### src/rtl/mem_pkg.sv
// rtl/mem_pkg.sv - shared types and constants for the unified memory initiator
package mem_pkg;
   localparam int WORD_W        = 32;
   localparam int DEFAULT_DEPTH = 200;
   localparam int CNT_W         = 4;

   typedef enum logic [1:0] {
      IDLE,
      WAIT,
      ACCESS,
      RESP
   } state_t;
endpackage

### src/rtl/mem_wait_cnt.sv
// rtl/mem_wait_cnt.sv - loadable down-counter that spaces acceptance from the memory access
module mem_wait_cnt
   import mem_pkg::*;
(
   input  logic             clk,
   input  logic             reset,
   input  logic             load,
   input  logic [CNT_W-1:0] load_value,
   input  logic             dec,
   output logic [CNT_W-1:0] value,
   output logic             zero
);

   always_ff @(posedge clk or posedge reset) begin
      if (reset) begin
         value <= '0;
      end else if (load) begin
         value <= load_value;
      end else if (dec && (value != '0)) begin
         value <= value - CNT_W'(1);
      end
   end

   assign zero = (value == '0);

endmodule

### src/rtl/mem_master.sv
// rtl/mem_master.sv - request/response initiator for the single-port unified memory
// Optional misaligned-address error enabled by defining MEM_MISALIGN_CHECK_EN.
module mem_master
   import mem_pkg::*;
#(
   parameter int DEPTH       = DEFAULT_DEPTH,
   parameter int WAIT_CYCLES = 0,
   parameter int AW          = 32
) (
   input  logic              clk,
   input  logic              reset,
   input  logic              req_valid,
   output logic              req_ready,
   input  logic              req_we,
   input  logic [AW-1:0]     req_addr,
   input  logic [WORD_W-1:0] req_wdata,
   output logic              resp_valid,
   input  logic              resp_ready,
   output logic [WORD_W-1:0] resp_rdata,
   output logic              resp_err,
   output logic              mem_we,
   output logic [WORD_W-1:0] mem_a,
   output logic [WORD_W-1:0] mem_wd,
   input  logic [WORD_W-1:0] mem_rd
);

   localparam logic [CNT_W-1:0] WAIT_LOAD = CNT_W'((WAIT_CYCLES > 0) ? WAIT_CYCLES - 1 : 0);

   state_t            state;
   logic              we_q;
   logic              err_q;
   logic [WORD_W-1:0] req_idx;
   logic              req_err;
   logic              cnt_load;
   logic              cnt_zero;
   logic [CNT_W-1:0]  cnt_value;

   assign req_idx = WORD_W'(req_addr >> 2);

`ifdef MEM_MISALIGN_CHECK_EN
   assign req_err = (req_idx >= WORD_W'(DEPTH)) || (req_addr[1:0] != 2'b00);
`else
   assign req_err = (req_idx >= WORD_W'(DEPTH));
`endif

   assign cnt_load = (state == IDLE) && req_valid;

   mem_wait_cnt u_wait_cnt (
      .clk        (clk),
      .reset      (reset),
      .load       (cnt_load),
      .load_value (WAIT_LOAD),
      .dec        (state == WAIT),
      .value      (cnt_value),
      .zero       (cnt_zero)
   );

   // Decoded from state so that an asynchronous reset kills a write pulse at once.
   assign req_ready = (state == IDLE) && !reset;
   assign mem_we    = (state == ACCESS) && we_q && !err_q;

   always_ff @(posedge clk or posedge reset) begin
      if (reset) begin
         state      <= IDLE;
         we_q       <= 1'b0;
         err_q      <= 1'b0;
         mem_a      <= '0;
         mem_wd     <= '0;
         resp_valid <= 1'b0;
         resp_rdata <= '0;
         resp_err   <= 1'b0;
      end else begin
         case (state)
            IDLE: begin
               if (req_valid) begin
                  we_q   <= req_we;
                  err_q  <= req_err;
                  mem_a  <= req_idx;
                  mem_wd <= req_wdata;
                  state  <= (WAIT_CYCLES > 0) ? WAIT : ACCESS;
               end
            end
            WAIT: begin
               if (cnt_zero) state <= ACCESS;
            end
            ACCESS: begin
               resp_rdata <= (!we_q && !err_q) ? mem_rd : '0;
               resp_err   <= err_q;
               resp_valid <= 1'b1;
               state      <= RESP;
            end
            RESP: begin
               if (resp_ready) begin
                  resp_valid <= 1'b0;
                  state      <= IDLE;
               end
            end
            default: state <= IDLE;
         endcase
      end
   end

endmodule

### config.mk
export PLATFORM = sky130hd
export DESIGN_NAME = mem_master
export DESIGN_NICKNAME = d
export VERILOG_FILES = /design/src/rtl/mem_pkg.sv /design/src/rtl/mem_wait_cnt.sv /design/src/rtl/mem_master.sv
export SDC_FILE = /design/constraint.sdc
export NUM_CORES = 1
export LEC_CHECK = 0
export ABC_AREA = 1
export ABC_CLOCK_PERIOD_IN_PS = 5900
export CORE_ASPECT_RATIO = 1.4
export CORE_MARGIN = 3
export CORE_UTILIZATION = 45
export CTS_BUF_LIST = sky130_fd_sc_hd__clkbuf_4
export CTS_CLUSTER_SIZE = 25
export DETAILED_ROUTE_END_ITERATION = 8
export PLACE_DENSITY = 0.93
export REMOVE_ABC_BUFFERS = 1
export SLEW_MARGIN = 30
export SYNTH_ARGS = -nofsm -noshare
export SYNTH_HDL_FRONTEND = slang
export SYNTH_SLANG_ARGS = --single-unit
### constraint.sdc
create_clock -name clk -period 5.9 [get_ports clk]
set_input_delay 1.77 -clock clk [delete_from_list [all_inputs] [get_ports clk]]
set_output_delay 1.77 -clock clk [all_outputs]
set_load 0.02 [all_outputs]
==> results, run 1 <==
- The flow ran to the end, and the final reports show no timing, DRC or antenna violations.
- Summed over all failing endpoints, the final setup total negative slack is 0 ns.
- The ratio of cells with drive above 1 in the final layout is 3.99%.
- Once detailed placement completed, the half-perimeter wirelength came to 8280 µm.
- In the routed design, unresolved DRC markers number 0.
- During placement, the flow inserted port buffers numbering 196.
- Relative to the synthesized area, the layout overhead comes to 50.5%.
- The overall fraction of global-route tracks in use is 21.6%.
- The maximum frequency from static timing analysis is 209 MHz.
- Wires add up to 11,300 µm.
- The max-slew violation count is 0.
- Across the VDD grid, the largest voltage drop is 0.270 mV.
- The routed design uses 882 µm of met3 wire.
- Fill cells in the final layout number 673.
- The warning count from the yosys run is 0.
- The via count is 3,783.
- The initial standard-cell utilization of the core is 46.6%.
- The post-synthesis cell type count is 22.
- The hold buffer count at cts is 0.
- The root buffer cell is clkbuf_4.
- The critical path endpoint category is a primary output.
- The vias per cell is 4.83.
- The critical path class is input pin to primary output.
- The floorplan row count is 41.
- The share of synthesized area occupied by flip-flops and latches is 61.6%.
- After detailed routing, the average wire length per cell comes to 14.4 µm.
- Before antenna repair, the detailed router went through 4 iterations.
- The number of nets in the final layout is 774.
- The antenna diode instance count is 0.
- Dividing the synthesized area by the synthesized cell count gives 8.68 µm².
- The count of nets left with antenna violations after detail routing is 0.
- Global routing finished with a remaining overflow of 0.
- After clock tree synthesis, the clock-pin slew on the worst setup and hold paths is 0.13 ns.
- In the layout the commonest cells are nand2_1 (253), clkdlybuf4s50_1 (196), dfrtp_1 (104).
- In this run, synthesis produced a sequential element count of 104.
- The clock reaches the later pin of the worst-skew pair after 0.45 ns.
- The global-route wire length before repair is 17,900 µm.
- The die is 87.9 µm wide.
- The path class of the tightest hold or removal check is flip-flop to flip-flop.
- The top-level I/O count is 201.
- The maximum level of the CTS H-tree is 3.
- Setup repair after global routing left no endpoint under its margin.
- The slew at the pin with the worst max-slew slack is 0.906 ns.
- Post-CTS timing repair inserted 0 buffers for setup.
- The power per cell area is 502 nW/µm².
- The relative slew slack is 39.3%.
- The analysis attributes to cell leakage a power of 0.00317 µW.
- The routability-driven placement congestion ratio is 0.779.
- The post-cts repair resize count is 0.
- The kind of launch point of the worst setup path is an input pin.
- The number of hold violations in the final report is 0.
- Between clock sinks in the finished design, the worst skew comes to 0.0226 ns.
- The number of global-route vias before repair was 3,746.
- After layout, the worst path uses 81.1% of the clock period.
- In the final routing, the length of wire on met1 measures 4430 µm.
- The maximum number of pins on one net before global-route repair is 74.
- The initial antenna violation count came to 0.
- The total design power is 3190 µW.
- The top routing layer in use is met4.
- The tool flagged a number of max-cap violations equal to 0.
- The data arrival at the endpoint of the critical path is 3.02 ns.
- After floorplanning, the core was sized to cover 9080 µm².
- After technology mapping, the gate count stands at 487.
- The floorplan step defined a die boundary enclosing 10,600 µm².
- The CTS tree is yes.
- The maximum number of buffers from clock root to sink is 2.
- The critical path data required time is 4.13 ns.
- The number of buffers created by CTS is 9.
- The TritonCTS sink count is 104.
- Setup violations remaining at the end of the flow were counted as 0.
- The netlist area before placement is 4230 µm².
- The largest fanout on the critical path is 2.
- The number of DRC markers after the initial detailed-route iteration is 144.
- The post-layout minimum cycle time is 4.79 ns.
- The routed length on met2 is 5670 µm.
- The vertical die dimension is 121 µm.
- The most frequent standard cell in the layout excluding fill and tap cells is nand2_1.
-- layer usage --
layer	vias to the layer above	track usage, %
met5	-	0
met4	0	11.0
met3	29	5.45
met2	152	35.8
met1	1745	25.5
li1	1857	-
-- registers in the layout, summed over array words and instances (netlist names) --
signal	count
state	2
resp_valid	1
mem_wd	32
err_q	1
we_q	1
resp_rdata	32
u_wait_cnt.value	4
resp_err	1
mem_a	30
-- cells in the mapped netlist --
master / number / share of area [%]
conb_1: 1 / 0.089
nand2_1: 253 / 22
nand2_2: 1 / 0.15
nor3_1: 1 / 0.12
clkbuf_1: 3 / 0.27
o21ai_0: 3 / 0.36
xor2_1: 2 / 0.41
inv_1: 17 / 1.5
o22ai_1: 1 / 0.15
buf_2: 8 / 0.95
dfrtp_1: 104 / 62
ha_1: 1 / 0.30
buf_6: 3 / 0.80
nor2_1: 21 / 1.9
o21ai_1: 8 / 0.95
inv_2: 3 / 0.27
a21oi_1: 1 / 0.12
buf_4: 11 / 2.0
nor2_2: 3 / 0.44
nor2_8: 1 / 0.47
nand3_1: 40 / 4.7
clkinv_1: 1 / 0.089
-- through the flow --
stage          util (%)  hold slack [ns]  cell area [µm²]  cells  setup WS, ns
2_1_floorplan         -            0.476             4060    463          1.40
3_3_place_gp       68.0            0.461             6180    768          1.16
3_5_place_dp       68.0            0.464             6180    768          1.11
4_1_cts            70.0            0.500             6360    784          1.11
5_1_grt            70.1            0.520             6360    784          1.08
6_report           70.1            0.496             6360    784          1.11
-- power by group --
| group | switching [µW] | leakage, µW | internal, µW |
|---|---|---|---|
| sequential | 175 | 0.00133 | 1010 |
| combinational | 865 | 0.00174 | 695 |
| clock | 227 | 0.0000964 | 218 |
-- worst max-delay path, stage by stage --
cell and delay, ns:
clkdlybuf4s50_1 0.46, nor2_1 0.15, clkdlybuf4s50_1 0.63
-- layout make-up --
type                            count  area, µm²  area share (%)
Clock buffer                       10       75.1            1.18
Clock inverter                      6        108            1.69
Inverter                           21       82.6            1.30
Multi-Input combinational cell    338       1380            21.7
Sequential cell                   104       2600            40.9
Tap cell                          107        134            2.10
Timing Repair Buffer              198       1980            31.1
-- cell families after synthesis --
| kind of cell | Yosys count | synth area share (%) |
|---|---|---|
| adder cells (fa/ha/maj) | 1 | 0.296 |
| buffers and inverters | 46 | 5.83 |
| AO/OA/AOI/OAI | 13 | 1.57 |
| XOR/XNOR | 2 | 0.414 |
| flip-flops | 104 | 61.6 |
| other | 1 | 0.0887 |
| AND/OR/NAND/NOR | 320 | 30.2 |
-- path summary, 6_finish.rpt --
path	start	slack, ns	depth (start not counted)	end
min	resp_rdata[25]$_DFFE_PP0P_	0.50	2	resp_rdata[25]$_DFFE_PP0P_
max	reset	1.11	3	req_ready
min reg2reg	resp_rdata[25]$_DFFE_PP0P_	0.50	2	resp_rdata[25]$_DFFE_PP0P_
max in group asynchronous	reset	3.05	3	mem_a[21]$_DFFE_PP0P_
min in group asynchronous	reset	1.84	2	state[0]$_DFFE_PP0P_
max reg2reg	state[0]$_DFFE_PP0P_	4.16	4	we_q$_DFFE_PP0P_
No activity file was read; power rests on OpenSTA's default activity.
==> run 2: changes to the inputs <==
--- a/config.mk
+++ b/config.mk
@@ -6,14 +6,14 @@
 export NUM_CORES = 1
 export LEC_CHECK = 0
 export ABC_AREA = 1
-export ABC_CLOCK_PERIOD_IN_PS = 5900
+export ABC_CLOCK_PERIOD_IN_PS = 4800
 export CORE_ASPECT_RATIO = 1.4
 export CORE_MARGIN = 3
-export CORE_UTILIZATION = 45
+export CORE_UTILIZATION = 42
 export CTS_BUF_LIST = sky130_fd_sc_hd__clkbuf_4
 export CTS_CLUSTER_SIZE = 25
 export DETAILED_ROUTE_END_ITERATION = 8
-export PLACE_DENSITY = 0.93
+export PLACE_DENSITY = 0.88
 export REMOVE_ABC_BUFFERS = 1
 export SLEW_MARGIN = 30
 export SYNTH_ARGS = -nofsm -noshare
==> constraint.sdc (replaced) <==
create_clock -name clk -period 4.8 [get_ports clk]
set_input_delay 1.44 -clock clk [delete_from_list [all_inputs] [get_ports clk]]
set_output_delay 1.44 -clock clk [all_outputs]
set_load 0.02 [all_outputs]
==> results, run 2 (synthesized netlist as in run 1, its figures left out) <==
- The run finished with clean final reports.
- Leaving out fill and tap cells, the most frequent cells in the layout are nand2_1 (253), clkdlybuf4s50_1 (196), dfrtp_1 (104).
- After detailed routing, the number of vias per cell comes to 4.77.
- The minimum setup slack among reg-to-reg paths is 2.62 ns.
- The overall fraction of global-route tracks in use is 20.8%.
- For this run, the detailed router's first-pass iteration total came to 5.
- The number of DRC markers after the initial detailed-route iteration is 254.
- CTS built an H-tree with a depth of 3.
- The initial antenna violation count came to 0.
- The floorplan has 42 rows.
- The hold buffer count at cts is 0.
- At the pin with the least slew margin, the transition time is 0.791 ns.
- Traced cell by cell, the critical path runs through clkdlybuf4s50_1, nor2_1, clkdlybuf4s50_1.
- After the last flow step, the layout net total stands at 775.
- The placement-stage worst setup slack is 0.697 ns.
- The post-cts repair resize count is 0.
- The count of cells along the worst register-to-register path is 4.
- STA classifies the critical path endpoint as a primary output.
- Once routing completed, OpenROAD measured the worst setup slack at 0.672 ns.
- The detail-routed net length per standard cell is 14.4 µm.
- The kind of path behind the tightest hold check is flip-flop to flip-flop.
- The post-route netlist has 3.70% of its cells at a drive strength greater than 1.
- The startpoint of the worst-slack reg-to-reg timing path is state[0]$_DFFE_PP0P_.
- The HPWL after detailed placement is 8460 µm.
- The clock insertion delay at the later pin of the skew report is 0.44 ns.
- The top-level I/O count is 201.
- The routability-driven placement congestion ratio is 0.741.
- The port buffer count is 196.
- The total global routing overflow is 0.
- In this run the clock root is driven by a clkbuf_4.
- The number of maximum-capacitance violations is 0.
- The worst hold path depth is 2.
- The maximum frequency from static timing analysis is 242 MHz.
- VDD sags by at most 0.326 mV.
- The count of nets left with antenna violations once routing finished came out at 0.
- TritonCTS built the clock tree.
- The startpoint of the tightest hold check path is resp_rdata[6]$_DFFE_PP0P_.
- Setup repair after global routing left no endpoint under its margin.
- The via count is 3,855.
- The max-slew violation count was 0.
- The number of hold violations in the final report is 0.
- Tracing the worst setup path back leads to its startpoint at reset.
- The number of buffers created by CTS is 9.
- The die outline area is 11,300 µm².
- The maximum number of buffers from clock root to sink is 2.
- The post-CTS setup-driven buffer insertion count is 0.
- The worst hold path terminates at resp_rdata[6]$_DFFE_PP0P_.
- 0 antenna diodes ended up in the layout.
- The cell repeated most along the worst path is clkdlybuf4s50_1.
- Setup violations remaining at the end of the flow were counted as 0.
- Summed over all cells, the static leakage comes to 0.00316 µW.
- The largest single stage delay on the critical path is 0.61 ns.
- After detailed routing, the number of remaining DRC violations is 0.
- The number of global-route vias before repair is 3,997.
- The largest registers in the layout are mem_wd (32), resp_rdata (32), mem_a (30).
- The most frequent standard cell in the layout excluding fill and tap cells is nand2_1.
- The data arrival at the endpoint of the critical path is 2.69 ns.
- The cell with the largest stage delay on the worst path is clkdlybuf4s50_1.
- In this run the power density over the cells is 608 nW/µm².
- The final-layout worst hold slack is 0.492 ns.
- The relative slew slack is 47.2%.
- The horizontal die dimension is 90.8 µm.
- The clock period could shrink to 4.13 ns.
- The vertical die dimension is 125 µm.
- The total negative slack is 0 ns.
- Data on the critical path is required at its endpoint by 3.36 ns.
- Counting the fill cells in the layout gives 762.
- The post-route clock period utilization is 86.0%.
- The worst setup path is of the input pin to primary output kind.
- The total area inside the core boundary comes to 9620 µm².
- The area added between synthesis and finish is 50.5%.
- The total wire length is 11,600 µm.
- The terminus of the critical flop-to-flop path is we_q$_DFFE_PP0P_.
- On the final layout, the worst clock skew is 0.0155 ns.
- The first global-routing pass estimated 19,200 µm of wire.
- Of all nets on the critical path, the largest fanout is 2.
- The initial standard-cell utilization of the core is 44.0%.
- The TritonCTS sink count is 104.
- Entering global routing, the biggest net connects 83 pins.
- The clock transition time at the flip-flop clock pins of the worst setup and hold paths is 0.14 ns.
- STA classifies the critical path startpoint as an input pin.
[run 2: metrics by stage]
stage                     util [%]  total power (µW)  instances  instance area, µm²
after detailed placement      64.6              3420        794                6220
after global placement        64.6              3340        794                6220
after floorplan                  -              2420        463                4060
after global routing          66.1              4120        808                6360
after CTS                     66.1              3910        808                6360
final                         66.1              3870        808                6360
[run 2: final cells by class]
type                            count  area, µm²  share of cell area [%]
Tap cell                          132        165                    2.60
Clock inverter                      5       73.8                    1.16
Clock buffer                        9       67.6                    1.06
Multi-Input combinational cell    338       1380                    21.7
Timing Repair Buffer              199       1980                    31.2
Sequential cell                   104       2600                    40.9
Inverter                           21       85.1                    1.34
[run 2: per-layer routing]
| layer | GRT usage (%) | wire [µm] |
|---|---|---|
| met1 | 24.4 | 4520 |
| met2 | 35.4 | 5890 |
| met3 | 5.44 | 892 |
| met4 | 9.77 | 311 |
| met5 | 0 | 0 |
[run 2: critical path: cells and delay by family]
kind / cells / cell delay (ns)
AND/OR/NAND/NOR: 1 / 0.14
buffers and inverters: 2 / 1.10
[run 2: where the power goes]
part / internal (µW) / switching [µW]
Combinational: 859 / 1070
Sequential: 1250 / 215
Clock: 203 / 269
[run 2: worst max-delay path by stage]
stage,end,cells after the start
after floorplan,err_q$_DFFE_PP0P_,1
after global placement,req_ready,3
after detailed placement,req_ready,3
after CTS,req_ready,3
after global routing,req_ready,3
final,req_ready,3
